## config.mk

```make
export PLATFORM = sky130hd
export DESIGN_NAME = fp_sub
export DESIGN_NICKNAME = d
export VERILOG_FILES = /design/src/rtl/fp_sub.sv
export SDC_FILE = /design/constraint.sdc
export NUM_CORES = 1
export LEC_CHECK = 0
export ABC_AREA = 1
export ABC_CLOCK_PERIOD_IN_PS = 1100
export BUFFER_PORTS_ARGS = -buffer_cell sky130_fd_sc_hd__buf_2
export CELL_PAD_IN_SITES_DETAIL_PLACEMENT = 1
export CELL_PAD_IN_SITES_GLOBAL_PLACEMENT = 1
export CORE_UTILIZATION = 34
export CTS_BUF_LIST = sky130_fd_sc_hd__clkbuf_16
export CTS_CLUSTER_DIAMETER = 120
export DETAILED_ROUTE_END_ITERATION = 10
export GPL_TIMING_DRIVEN = 0
export PLACE_DENSITY_LB_ADDON = 0.3
export SLEW_MARGIN = 20
export SYNTH_ARGS = -nofsm -noshare
export SYNTH_HDL_FRONTEND = slang
export SYNTH_SLANG_ARGS = --single-unit
```

## constraint.sdc

```tcl
create_clock -name clk -period 1.1 [get_ports clk]
set_input_delay 0.22 -clock clk [delete_from_list [all_inputs] [get_ports clk]]
set_output_delay 0.22 -clock clk [all_outputs]
set_load 0.005 [all_outputs]
```

## src/rtl/fp_sub.sv

```systemverilog
// Registered floating-point subtractor (op_a - op_b) for binary32 / binary16, selected per cycle.
// Subnormals flush to zero; RNE or RTZ rounding; one-cycle latency.
`timescale 1ns/1ps
module fp_sub (
    input  logic        clk,
    input  logic        rst,
    input  logic [31:0] op_a,
    input  logic [31:0] op_b,
    input  logic        round_mode,
    input  logic        mode_fp,
    output logic [31:0] result
);

    logic [31:0] result_q, result_d;

    logic        sa, sb;
    logic [7:0]  ea, eb, emax;
    logic [22:0] fa, fb;
    logic        a_nan, b_nan, a_inf, b_inf, a_zero, b_zero;

    logic               s_l, s_s;
    logic [7:0]         e_l, e_s, d;
    logic [22:0]        f_l, f_s;
    logic [4:0]         sh_amt, lz;
    logic [53:0]        sh;
    logic [26:0]        big_x, small_x, norm;
    logic [27:0]        sum;
    logic signed [9:0]  exp_n, exp_r;
    logic               g, r, s, lsb, inc, carry;
    logic [24:0]        rs;
    logic [22:0]        frac_r;

    function automatic logic [31:0] pack(input logic fp32, input logic sgn,
                                         input logic [7:0] e, input logic [22:0] f);
        if (fp32)
            pack = {sgn, e, f};
        else
            pack = {16'd0, sgn, e[4:0], f[22:13]};
    endfunction

    // Half operands are widened so their fraction sits in the top 10 bits of
    // the binary32 field; the lower 13 bits then act as extra precision.
    always_comb begin
        if (mode_fp) begin
            sa   = op_a[31];
            ea   = op_a[30:23];
            fa   = op_a[22:0];
            sb   = ~op_b[31];
            eb   = op_b[30:23];
            fb   = op_b[22:0];
            emax = 8'hFF;
        end else begin
            sa   = op_a[15];
            ea   = {3'd0, op_a[14:10]};
            fa   = {op_a[9:0], 13'd0};
            sb   = ~op_b[15];
            eb   = {3'd0, op_b[14:10]};
            fb   = {op_b[9:0], 13'd0};
            emax = 8'h1F;
        end
    end

    assign a_nan  = (ea == emax) && (fa != 23'd0);
    assign b_nan  = (eb == emax) && (fb != 23'd0);
    assign a_inf  = (ea == emax) && (fa == 23'd0);
    assign b_inf  = (eb == emax) && (fb == 23'd0);
    assign a_zero = (ea == 8'd0);
    assign b_zero = (eb == 8'd0);

    always_comb begin
        if ({ea, fa} >= {eb, fb}) begin
            s_l = sa; e_l = ea; f_l = fa;
            s_s = sb; e_s = eb; f_s = fb;
        end else begin
            s_l = sb; e_l = eb; f_l = fb;
            s_s = sa; e_s = ea; f_s = fa;
        end

        d       = e_l - e_s;
        sh_amt  = (d > 8'd27) ? 5'd27 : d[4:0];
        sh      = {1'b1, f_s, 3'b000, 27'd0} >> sh_amt;
        small_x = {sh[53:28], sh[27] | (|sh[26:0])};
        big_x   = {1'b1, f_l, 3'b000};

        if (s_l != s_s)
            sum = {1'b0, big_x} - {1'b0, small_x};
        else
            sum = {1'b0, big_x} + {1'b0, small_x};

        lz = 5'd27;
        for (int i = 0; i < 27; i++)
            if (sum[i]) lz = 5'(26 - i);

        if (sum[27]) begin
            norm  = {sum[27:2], sum[1] | sum[0]};
            exp_n = $signed({2'b00, e_l}) + 10'sd1;
        end else begin
            norm  = sum[26:0] << lz;
            exp_n = $signed({2'b00, e_l}) - $signed({5'd0, lz});
        end

        // Round position depends on format: LSB at bit 3 (binary32) or 16 (binary16).
        if (mode_fp) begin
            lsb = norm[3];
            g   = norm[2];
            r   = norm[1];
            s   = norm[0];
        end else begin
            lsb = norm[16];
            g   = norm[15];
            r   = norm[14];
            s   = |norm[13:0];
        end
        inc = ~round_mode & g & (r | s | lsb);

        if (mode_fp) begin
            rs     = {1'b0, norm[26:3]} + {24'd0, inc};
            carry  = rs[24];
            frac_r = rs[22:0];
        end else begin
            rs     = {14'd0, norm[26:16]} + {24'd0, inc};
            carry  = rs[11];
            frac_r = {rs[9:0], 13'd0};
        end
        exp_r = exp_n + $signed({9'd0, carry});
    end

    always_comb begin
        result_d = 32'd0;
        if (a_nan || b_nan || (a_inf && b_inf && (sa != sb)))
            result_d = pack(mode_fp, 1'b0, emax, 23'h400000);
        else if (a_inf)
            result_d = pack(mode_fp, sa, emax, 23'd0);
        else if (b_inf)
            result_d = pack(mode_fp, sb, emax, 23'd0);
        else if (a_zero && b_zero)
            result_d = pack(mode_fp, sa & sb, 8'd0, 23'd0);
        else if (a_zero)
            result_d = pack(mode_fp, sb, eb, fb);
        else if (b_zero)
            result_d = pack(mode_fp, sa, ea, fa);
        else if (sum == 28'd0)
            result_d = 32'd0;
        else if (exp_r < 10'sd1)
            result_d = pack(mode_fp, s_l, 8'd0, 23'd0);
        else if (exp_r >= $signed({2'b00, emax}))
            result_d = round_mode ? pack(mode_fp, s_l, emax - 8'd1, 23'h7FFFFF)
                                  : pack(mode_fp, s_l, emax, 23'd0);
        else
            result_d = pack(mode_fp, s_l, exp_r[7:0], frac_r);
    end

    always_ff @(posedge clk or posedge rst) begin
        if (rst)
            result_q <= 32'd0;
        else
            result_q <= result_d;
    end

    assign result = result_q;

endmodule

```

==> qor_table.md, run 1 <==
| Group | Result | Value |
| --- | --- | --- |
| grt | Vias in the first global route | 17900 |
| timing | Count of final hold-check violations | 0 |
| routing | Detailed router's first-iteration violation count | 1240 |
| placement | Weighted congestion at the end of routability-driven global placement | 0.963 |
| placement | Number of placed instances with taps included | 2850 |
| clocking | CTS clk-pin slew, worst paths | 0.06 ns |
| die | Vertical die dimension | 193 um |
| die | Total Die Area | 37200 um^2 |
| layout | Number of flip-flops under the largest register name | 32 |
| placement | Port Buf Inserts | 99 |
| clocking | Clock tree root buffer cell | clkbuf_16 |
| outcome | Violations in the final reports | design-rule violations, negative setup slack |
| timing | Number of endpoints failing setup at the final stage | 32 |
| power and ir drop | Switching part of the total power | 0.601 |
| timing | Max Clock Freq | 70.9 MHz |
| worst setup path | Type of the setup path with the least slack | in -> reg |
| routing | Number of iterations in the first detailed-routing pass | 8 |
| layout | Final standard cell count with taps included and fillers excluded | 3126 |
| power and ir drop | Power density over cell area | 1950 nW/um^2 |
| clocking | CTS tree | built |
| yosys | Warning count from the yosys run | 0 |
| power and ir drop | Leakage dissipation | 9.35 nW |
| grt | Number of antenna violations at the first check in global routing | 1 |
| power and ir drop | Relative contribution of the clock network to total power | 0.045 |
| die | Effective utilization at floorplan | 0.347 |
| clocking | Sink count of the clock tree | 32 |
| routing | Total Routed Length | 73100 um |
| placement | Sum of net half-perimeters after detailed placement | 52400 um |
| power and ir drop | Sequential group share of total power | 0.051 |
| yosys | Mean cell area of the mapped netlist | 5.41 um^2 |
| outcome | Status | finished with violations |
| worst setup path | Largest fanout on the critical path | 10 |
| worst setup path | Kind of end point of the critical path | flop |
| routing | # DRC | 1 |
| timing | Worst path setup slack after routing | -13.00 ns |
| grt | Total routing resource utilization after global routing | 0.363 |
| worst setup path | WP data required | 1.25 ns |
| timing | Total negative slack | -407.19 ns |
| worst hold path | Worst hold path class | in -> async |
| power and ir drop | Switching Power | 21.8 mW |
| timing | Unrepaired setup endpoints after global routing | yes |
| worst setup path | Critical Path Max Stage Delay | 0.37 ns |
| layout | Layout cells sized above 1 | 0.377 |
| yosys | Yosys cell types | 70 |
| yosys | Cells after synthesis | 2290 |
| worst setup path | Arrival time at the worst endpoint | 14.25 ns |
| flow run | Max Cap Viol | 0 |
| placement | Pre-CTS setup slack | -15.43 ns |
| routing | Via density | 5.86 |
| timing | Minimum hold slack | 0.0551 ns |
| timing | Max-slew violation count | 0 |
| timing | Clock period minus final worst setup slack | 14.10 ns |
| routing | Drt wl/cell | 23.4 um |
| clocking | Maximum level of the CTS H-tree | 2 |
| yosys | Total standard cell area after synthesis | 12400 um^2 |
| worst setup path | Worst setup SP type | input port |
| timing | Relative slew slack | 0.219 |
| power and ir drop | Cell-internal power | 14.5 mW |
| power and ir drop | Combinational fraction of design power | 0.904 |
| die | Width of the die | 193 um |
| yosys | Seq/Total Area, Yosys | 0.0646 |
| yosys | Asr flop ratio synth | 1.00 |
| die | Core footprint | 35700 um^2 |
| worst setup path | Slowest CP cell | a221oi_4 |
| layout | Area added between synthesis and finish | 50.0% |
| die | Standard-cell rows | 69 |
| clocking | Clock Tree Buf Depth | 2 |
| grt | Maximum number of pins on one net before global-route repair | 33 |
| grt | Overflow after GRT | 0 |
| routing | Vias post-DR | 18300 |
| power and ir drop | Worst voltage drop across the vdd grid | 0.899 mV |
| layout | Filler Cell Count | 4870 |
| yosys | Post-synthesis register bit count | 32 |
| grt | Wire length of the first global-routing pass | 104000 um |
| timing | Portion of the clock cycle consumed by the worst path in the final layout | 12.8 |
| clocking | Clock buffer count from CTS | 5 |
| yosys | Synthesized netlist net count | 2460 |
| die | Top-Level Pins | 100 |
| power and ir drop | Power after layout | 36.3 mW |
| timing | Pin slew with the least headroom to its limit | 1.16 ns |
| yosys | Primary FF master, synth | dfrtp_1 |
| worst setup path | Library cell appearing most often on the critical path | nand2_2 |
| yosys | Post-synth EDFFs | 0 |
| routing | Post-route antenna net violation count | 0 |
| layout | Post-layout net count | 2833 |
## stage by stage
| step | cell area (um^2) | util |
|---|---|---|
| 2_1_floorplan | 12700 | - |
| 6_report | 18600 | 0.520 |
| 3_3_place_gp | 13800 | 0.386 |
| 4_1_cts | 16700 | 0.469 |
| 5_1_grt | 18600 | 0.520 |
| 3_5_place_dp | 13800 | 0.386 |
## final cells by class
class                      instances  area (um^2)  area share
multi-input combinational       1869        12300       0.660
buffer                            96          945      0.0508
tap                              461          577      0.0310
sequential                        32          801      0.0431
antenna                            1         2.50    0.000135
timing repair inverter             1         7.51    0.000404
clock buffer                       5          125     0.00673
clock inverter                     3         37.5     0.00202
inverter                         294         1170      0.0628
timing repair buffer             364         2670       0.143
## layout by cell type (no fill, tap or decap), drive strengths merged, types with 12 or more instances in the layout
| master | n |
|---|---|
| nor2 | 157 |
| nand2 | 743 |
| nand4 | 67 |
| a21oi | 151 |
| dfrtp | 32 |
| nor4 | 12 |
| xor2 | 31 |
| o21ai | 170 |
| clkbuf | 44 |
| nand3 | 309 |
| ha | 100 |
| nor3 | 20 |
| o211ai | 15 |
| buf | 420 |
| inv | 286 |
## worst paths after layout
kind | from | end | slack, ns | depth (start not counted)
setup / recovery | mode_fp | result[17]$_DFF_PP0_ | -13.00 | 105
hold / removal | rst | result[26]$_DFF_PP0_ | 0.06 | 2
max in group asynchronous | rst | result[16]$_DFF_PP0_ | 0.58 | 2
min in group clk | op_a[31] | result[31]$_DFF_PP0_ | 0.30 | 3
## layer usage
| metal | global-route usage | vias to the layer above | part of all wire |
|---|---|---|---|
| met5 | 0 | - | 0 |
| met4 | 0.135 | 0 | 0.050 |
| met3 | 0.0520 | 247 | 0.069 |
| met2 | 0.613 | 782 | 0.47 |
| met1 | 0.464 | 8939 | 0.41 |
| li1 | - | 8350 | - |
## timing repair
action	CTS	global route
resized for setup	330	287
hold buffers	0	0
pin swaps	132	155
setup endpoints to repair	32	32
cloned	7	4
buffers inserted	179	81
## Yosys cell counts, drive strengths merged (9+ instances only)
cell type  number  area, um^2
a31oi           9        56.3
nand3         308        1610
inv           288        1080
nor4           12        75.1
nand2         742        2900
o211ai         15         123
or2            10        62.6
nor3           20         115
o21ai         170         907
a21oi         151         778
buf            60         430
clkbuf         37         140
xor2           31         279
ha            100        1250
nor2          157         684
dfrtp          32         801
o221ai          9        78.8
nand4          67         419
## critical path: cells and delay by family
family / cells / cell delay (ns)
simple gates: 54 / 6.25
buf+inv: 28 / 3.31
compound gates: 16 / 2.66
fa+ha+maj: 6 / 1.56
xor+xnor: 1 / 0.23
## kinds of logic after synthesis
kind of cell    after synthesis  synth area share
flops                        32            0.0646
xor+xnor                     35            0.0253
fa+ha+maj                   102             0.104
mux                           1          0.000808
compound gates              408             0.193
simple gates               1321             0.477
buf+inv                     391             0.135
## power groups by stage
stage	Combinational (mW)	Clock, mW	Sequential [mW]
2_1_floorplan	15.4	0	1.95
3_3_place_gp	22.5	0	1.86
3_5_place_dp	22.8	0	1.86
4_1_cts	27.1	1.65	1.85
5_1_grt	34.8	1.68	1.89
6_report	32.8	1.63	1.85
Power figures use the tool's default switching activity.
==> run 2: changes to the inputs <==
SETUP_SLACK_MARGIN = 0.4   (was default)
==> run 2 against run 1 <==
  * The flow still finishes with violations (design-rule violations, negative setup slack)
  * Count of clock-buffer cells in the layout stayed put
  * Largest cell class unchanged
  * Combinational power about the same
  * Wire length grew 0.79%
  * Largest power group unchanged
  * Sequential share of layout area grew 0.068 points
  * Non-clock buffer count fell by 13
  * Critical path type unchanged
==> qor_table.md, run 2 (synthesized netlist as in run 1, its figures left out) <==
| Group | Result | Value |
| --- | --- | --- |
| clocking | Clock buffer count from CTS | 5 |
| layout | Share of the core filled with cells | 0.512 |
| outcome | Violations in the final reports | design-rule violations, negative setup slack |
| grt | Number of antenna violations at the first check in global routing | 0 |
| routing | Drt wl/cell | 23.7 um |
| clocking | Maximum level of the CTS H-tree | 2 |
| power and ir drop | Cell-internal power | 14.3 mW |
| timing | Minimum hold slack | 0.0714 ns |
| worst setup path | Arrival time at the worst endpoint | 14.57 ns |
| timing | Count of final hold-check violations | 0 |
| routing | Number of iterations in the first detailed-routing pass | 8 |
| clocking | Clock tree root buffer cell | clkbuf_16 |
| worst setup path | WP data required | 1.26 ns |
| power and ir drop | Power density over cell area | 1970 nW/um^2 |
| die | Core footprint | 35700 um^2 |
| timing | Number of endpoints failing setup at the final stage | 35 |
| die | Vertical die dimension | 193 um |
| outcome | Status | finished with violations |
| routing | Via density | 6.05 |
| grt | Met1 track utilization from global routing | 0.460 |
| timing | Unrepaired setup endpoints after global routing | yes |
| routing | Total Routed Length | 73700 um |
| routing | # DRC | 3 |
| grt | Most utilized layer in the global route result | met2 |
| grt | Wire length of the first global-routing pass | 106000 um |
| worst setup path | Library cell appearing most often on the critical path | nand2_2 |
| clocking | Sink count of the clock tree | 32 |
| flow run | Max Cap Viol | 0 |
| die | Effective utilization at floorplan | 0.347 |
| layout | Area used by multi-input combinational logic | 12100 um^2 |
| timing | Clock period minus final worst setup slack | 14.41 ns |
| clocking | Hold buffer count at CTS | 0 |
| power and ir drop | Switching Power | 21.7 mW |
| placement | Sum of net half-perimeters after detailed placement | 51400 um |
| worst setup path | Largest fanout on the critical path | 10 |
| clocking | CTS clk-pin slew, worst paths | 0.06 ns |
| die | Standard-cell rows | 69 |
| timing | Relative slew slack | 0.291 |
| timing | Pin slew with the least headroom to its limit | 1.05 ns |
| clocking | Clock Tree Buf Depth | 2 |
| grt | Maximum number of pins on one net before global-route repair | 33 |
| layout | Register cell area after layout | 801 um^2 |
| layout | Number of flip-flops under the largest register name | 32 |
| power and ir drop | Worst voltage drop across the vdd grid | 0.804 mV |
| placement | Pre-CTS setup slack | -15.20 ns |
| placement | Number of placed instances with taps included | 2850 |
| worst setup path | Worst setup SP type | input port |
| layout | Final standard cell count with taps included and fillers excluded | 3110 |
| worst setup path | Slowest CP cell | ha_1 |
| worst setup path | Critical Path Max Stage Delay | 0.33 ns |
| worst setup path | Type of the setup path with the least slack | in -> reg |
| layout | Layout cells sized above 1 | 0.359 |
| layout | Area added between synthesis and finish | 47.7% |
| power and ir drop | Sequential group share of total power | 0.054 |
| grt | Vias in the first global route | 18400 |
| timing | Worst path setup slack after routing | -13.31 ns |
| grt | Met2 capacity usage during global routing | 0.613 |
| timing | Max-slew violation count | 0 |
| die | Top-Level Pins | 100 |
| timing | Portion of the clock cycle consumed by the worst path in the final layout | 13.1 |
| worst hold path | Worst hold path class | in -> async |
| routing | Vias post-DR | 18800 |
| layout | Commonest non-fill, non-tap cell in the layout | nand2_1 |
| clocking | CTS tree | built |
| grt | Total routing resource utilization after global routing | 0.367 |
| layout | Highest-count cells in the layout ignoring fill and taps | nand2_1 (582), buf_4 (238), inv_1 (229) |
| layout | Post-layout net count | 2818 |
| placement | Weighted congestion at the end of routability-driven global placement | 1.12 |
| worst setup path | Kind of end point of the critical path | flop |
| grt | Met3 Resource Use GR | 0.0527 |
| layout | Filler Cell Count | 4862 |
| routing | Detailed router's first-iteration violation count | 1825 |
| layout | Number of diodes added for antenna fixing | 0 |
| grt | Overflow after GRT | 0 |
| placement | Port Buf Inserts | 99 |
| die | Total Die Area | 37200 um^2 |
| power and ir drop | Relative contribution of the clock network to total power | 0.040 |
| die | Width of the die | 193 um |
| power and ir drop | Combinational fraction of design power | 0.906 |
| timing | Max Clock Freq | 69.4 MHz |
| routing | Post-route antenna net violation count | 0 |
| power and ir drop | Switching part of the total power | 0.603 |
| power and ir drop | Leakage dissipation | 9.22 nW |
run 2: changes by cell type in the layout (fill, tap and decap cells not counted), sizes merged:
cell	change
diode	-1
inv	+1
buf	-13
bufinv	-1
clkinvlp	+1
clkinv	-2
nand3	-1
run 2: worst max-delay path: cells and delay by family:
kind | cells | cell delay, ns
AOI/OAI and AO/OA | 22 | 3.52
xor gates and xnor gates | 1 | 0.25
and+or+nand+nor | 52 | 5.97
buffers and inverters | 25 | 3.01
adders and majority gates | 7 | 1.53
run 2: final timing paths:
kind	depth (start not counted)	startpoint	endpoint	slack, ns
worst max-delay path	107	mode_fp	result[12]$_DFF_PP0_	-13.31
worst min-delay path	2	rst	result[25]$_DFF_PP0_	0.07
max in group asynchronous	2	rst	result[16]$_DFF_PP0_	0.60
min in group clk	3	op_a[31]	result[31]$_DFF_PP0_	0.30
run 2: metrics by stage:
stage                     total power [mW]  instance area, um^2  setup TNS [ns]
after floorplan                       17.4                12700         -346.00
after global placement                24.1                13800         -461.02
after detailed placement              24.6                13800         -468.91
after CTS                             31.5                17100         -383.15
after global routing                  37.8                18300         -431.89
final                                 36.0                18300         -417.53
run 2: layout make-up:
| cell class | count | share of cell area |
|---|---|---|
| Multi-Input combinational cell | 1868 | 0.661 |
| Clock inverter | 3 | 0.000820 |
| Tap cell | 461 | 0.0315 |
| Clock buffer | 5 | 0.00683 |
| Timing Repair Buffer | 350 | 0.142 |
| Sequential cell | 32 | 0.0437 |
| Inverter | 294 | 0.0638 |
| Buffer | 97 | 0.0504 |
run 2: timing repair:
item	CTS	global route
pin swaps	141	134
resized for setup	362	212
setup buffers	192	50
cloned	9	1
endpoints found under the setup margin	64	64
run 2: power by group through the flow:
stage | sequential, mW | combinational (mW) | clock, mW
2_1_floorplan | 1.95 | 15.4 | 0
3_3_place_gp | 1.93 | 22.2 | 0
3_5_place_dp | 1.93 | 22.6 | 0
4_1_cts | 1.92 | 28.2 | 1.42
5_1_grt | 1.96 | 34.4 | 1.45
6_report | 1.94 | 32.6 | 1.43
run 2: per-layer routing:
metal	vias up	wire, um
met5	-	0
met1	9057	29500
met2	1085	33800
met3	338	5630
met4	0	4700
li1	8327	-
==> run 3: changes to the inputs <==
--- a/config.mk
+++ b/config.mk
@@ -7,5 +7,5 @@
 export LEC_CHECK = 0
 export ABC_AREA = 1
-export ABC_CLOCK_PERIOD_IN_PS = 1100
+export ABC_CLOCK_PERIOD_IN_PS = 14900
 export BUFFER_PORTS_ARGS = -buffer_cell sky130_fd_sc_hd__buf_2
 export CELL_PAD_IN_SITES_DETAIL_PLACEMENT = 1
==> constraint.sdc (replaced) <==
create_clock -name clk -period 14.9 [get_ports clk]
set_input_delay 2.98 -clock clk [delete_from_list [all_inputs] [get_ports clk]]
set_output_delay 2.98 -clock clk [all_outputs]
set_load 0.05 [all_outputs]
==> run 3 against run 2 <==
  * Power down 93%
  * Combinational power fell by 93%
  * Critical path type unchanged
  * Worst hold slack gained 2.8 ns
  * Count of clock-buffer cells in the layout stayed put
  * Critical path depth decreased by 1
  * Flip-flop and latch count is the same
  * Largest cell class unchanged
  * Cell count is 1.3% lower
  * Design area down 1.9%
  * The run ends with negative setup slack left
  * First-iteration DRC count is 25% lower
  * Global-route usage down 0.95 points
  * Wire length shrank 3.6%
==> qor_table.md, run 3 (synthesized netlist as in run 1, its figures left out) <==
| Group | Result | Value |
| --- | --- | --- |
| outcome | Status | finished with violations |
| outcome | Violations in the final reports | negative setup slack |
| die | Effective utilization at floorplan | 0.347 |
| routing | Via density | 5.96 |
| clocking | CTS clk-pin slew, worst paths | 0.07 ns |
| layout | Layout cells sized above 1 | 0.343 |
| timing | Unrepaired setup endpoints after global routing | yes |
| grt | Maximum number of pins on one net before global-route repair | 33 |
| routing | Vias post-DR | 18300 |
| power and ir drop | Worst voltage drop across the vdd grid | 0.102 mV |
| grt | Total routing resource utilization after global routing | 0.358 |
| placement | Pre-CTS setup slack | -4.38 ns |
| routing | Drt wl/cell | 23.1 um |
| worst setup path | Largest fanout on the critical path | 8 |
| grt | Vias in the first global route | 18100 |
| clocking | CTS tree | built |
| worst setup path | Critical Path Max Stage Delay | 0.32 ns |
| routing | Total Routed Length | 71000 um |
| layout | Commonest non-fill, non-tap cell in the layout | nand2_1 |
| die | Total Die Area | 37200 um^2 |
| routing | Detailed router's first-iteration violation count | 1377 |
| timing | Number of endpoints failing setup at the final stage | 31 |
| routing | Number of iterations in the first detailed-routing pass | 5 |
| grt | Met1 track utilization from global routing | 0.449 |
| clocking | Clock buffer count from CTS | 5 |
| placement | Port Buf Inserts | 99 |
| placement | Weighted congestion at the end of routability-driven global placement | 0.989 |
| routing | # DRC | 0 |
| timing | Max-slew violation count | 0 |
| layout | Area added between synthesis and finish | 44.9% |
| layout | Share of the core filled with cells | 0.503 |
| layout | Filler Cell Count | 4911 |
| worst setup path | Crit. Startpoint | mode_fp |
| timing | Pin slew with the least headroom to its limit | 1.17 ns |
| clocking | Clock Tree Buf Depth | 2 |
| clocking | Clock tree root buffer cell | clkbuf_16 |
| layout | Number of flip-flops under the largest register name | 32 |
| clocking | Sink count of the clock tree | 32 |
| routing | Post-route antenna net violation count | 0 |
| die | Vertical die dimension | 193 um |
| die | Width of the die | 193 um |
| grt | Met2 capacity usage during global routing | 0.600 |
| worst setup path | Arrival time at the worst endpoint | 16.98 ns |
| grt | Wire length of the first global-routing pass | 103000 um |
| layout | Number of diodes added for antenna fixing | 0 |
| timing | Max Clock Freq | 59.4 MHz |
| power and ir drop | Power density over cell area | 150 nW/um^2 |
| grt | Met3 Resource Use GR | 0.0447 |
| timing | Worst path setup slack after routing | -1.94 ns |
| die | Top-Level Pins | 100 |
| grt | Number of antenna violations at the first check in global routing | 3 |
| timing | Portion of the clock cycle consumed by the worst path in the final layout | 1.13 |
| worst setup path | Kind of end point of the critical path | flop |
| layout | Post-layout net count | 2779 |
| worst setup path | Library cell appearing most often on the critical path | nand2_2 |
| placement | Sum of net half-perimeters after detailed placement | 52200 um |
| worst setup path | Type of the setup path with the least slack | in -> reg |
| flow run | Max Cap Viol | 0 |
| timing | Clock period minus final worst setup slack | 16.84 ns |
| layout | Highest-count cells in the layout ignoring fill and taps | nand2_1 (585), nand3_1 (225), inv_1 (222) |
| die | Core footprint | 35700 um^2 |
| power and ir drop | Leakage dissipation | 8.97 nW |
| grt | Most utilized layer in the global route result | met2 |
| die | Standard-cell rows | 69 |
| timing | Minimum hold slack | 2.83 ns |
| worst setup path | Kind of cell with the highest combined delay on the critical path | simple AND/OR/NAND/NOR gates |
| worst setup path | Slowest CP cell | ha_1 |
| timing | Count of final hold-check violations | 0 |
| clocking | Hold buffer count at CTS | 0 |
| grt | Overflow after GRT | 0 |
| worst setup path | Number of buffer and inverter instances along the worst setup path | 20 |
| worst setup path | Worst setup SP type | input port |
| worst setup path | WP data required | 15.04 ns |
| worst hold path | Worst hold path class | in -> async |
| clocking | Maximum level of the CTS H-tree | 2 |
| timing | Relative slew slack | 0.215 |
-- run 3: changes by cell type in the layout (fill, tap and decap cells not counted), sizes merged --
| cell | change |
|---|---|
| buf | -40 |
| bufbuf | +1 |
| clkbuf | -2 |
| clkinvlp | +1 |
| nand3 | +1 |
-- run 3: final cells by class --
class                           instances  area (um^2)  share of cell area
Tap cell                              461          577              0.0321
Clock buffer                            5          125             0.00697
Clock inverter                          3         23.8             0.00132
Sequential cell                        32          801              0.0446
Multi-Input combinational cell       1869        12000               0.670
Buffer                                 97          915              0.0509
Timing Repair Buffer                  309         2320               0.129
Inverter                              294         1160              0.0648
Timing Repair inverter                  1         7.51            0.000418
-- run 3: worst max path at each step --
stage / slack (ns) / cells past startpoint / end
after floorplan: -0.03 / 111 / result[1]$_DFF_PP0_
after global placement: -4.13 / 92 / result[17]$_DFF_PP0_
after detailed placement: -4.38 / 92 / result[17]$_DFF_PP0_
after CTS: -1.07 / 114 / result[9]$_DFF_PP0_
after global routing: -2.51 / 109 / result[8]$_DFF_PP0_
final: -1.94 / 106 / result[9]$_DFF_PP0_
-- run 3: metal layers --
layer,routed length [um],vias to the layer above
met1,28800,8850
met3,4900,304
met4,4690,4
met2,32700,892
li1,-,8247
met5,23,-
-- run 3: repair_timing --
item / 4_1_cts / 5_1_grt
cloned: 11 / 1
setup buffers: 149 / 52
endpoints found under the setup margin: 31 / 31
resized for setup: 375 / 171
pin swaps: 120 / 101
-- run 3: metrics by stage --
stage / TNS (ns) / power [mW] / cells / instance area (um^2)
after floorplan: -0.0423 / 1.42 / 2290 / 12700
after detailed placement: -123.80 / 1.97 / 2850 / 13800
after CTS: -29.55 / 2.42 / 3018 / 16800
after global placement: -116.33 / 1.94 / 2850 / 13800
after global routing: -74.68 / 2.84 / 3071 / 18000
final: -56.80 / 2.69 / 3071 / 18000
-- run 3: where the power goes --
| group | switching [mW] | internal (mW) | leakage [nW] |
|---|---|---|---|
| Sequential | 0.0179 | 0.127 | 0.394 |
| Combinational | 1.63 | 0.808 | 8.51 |
| Clock | 0.0475 | 0.0623 | 0.0660 |
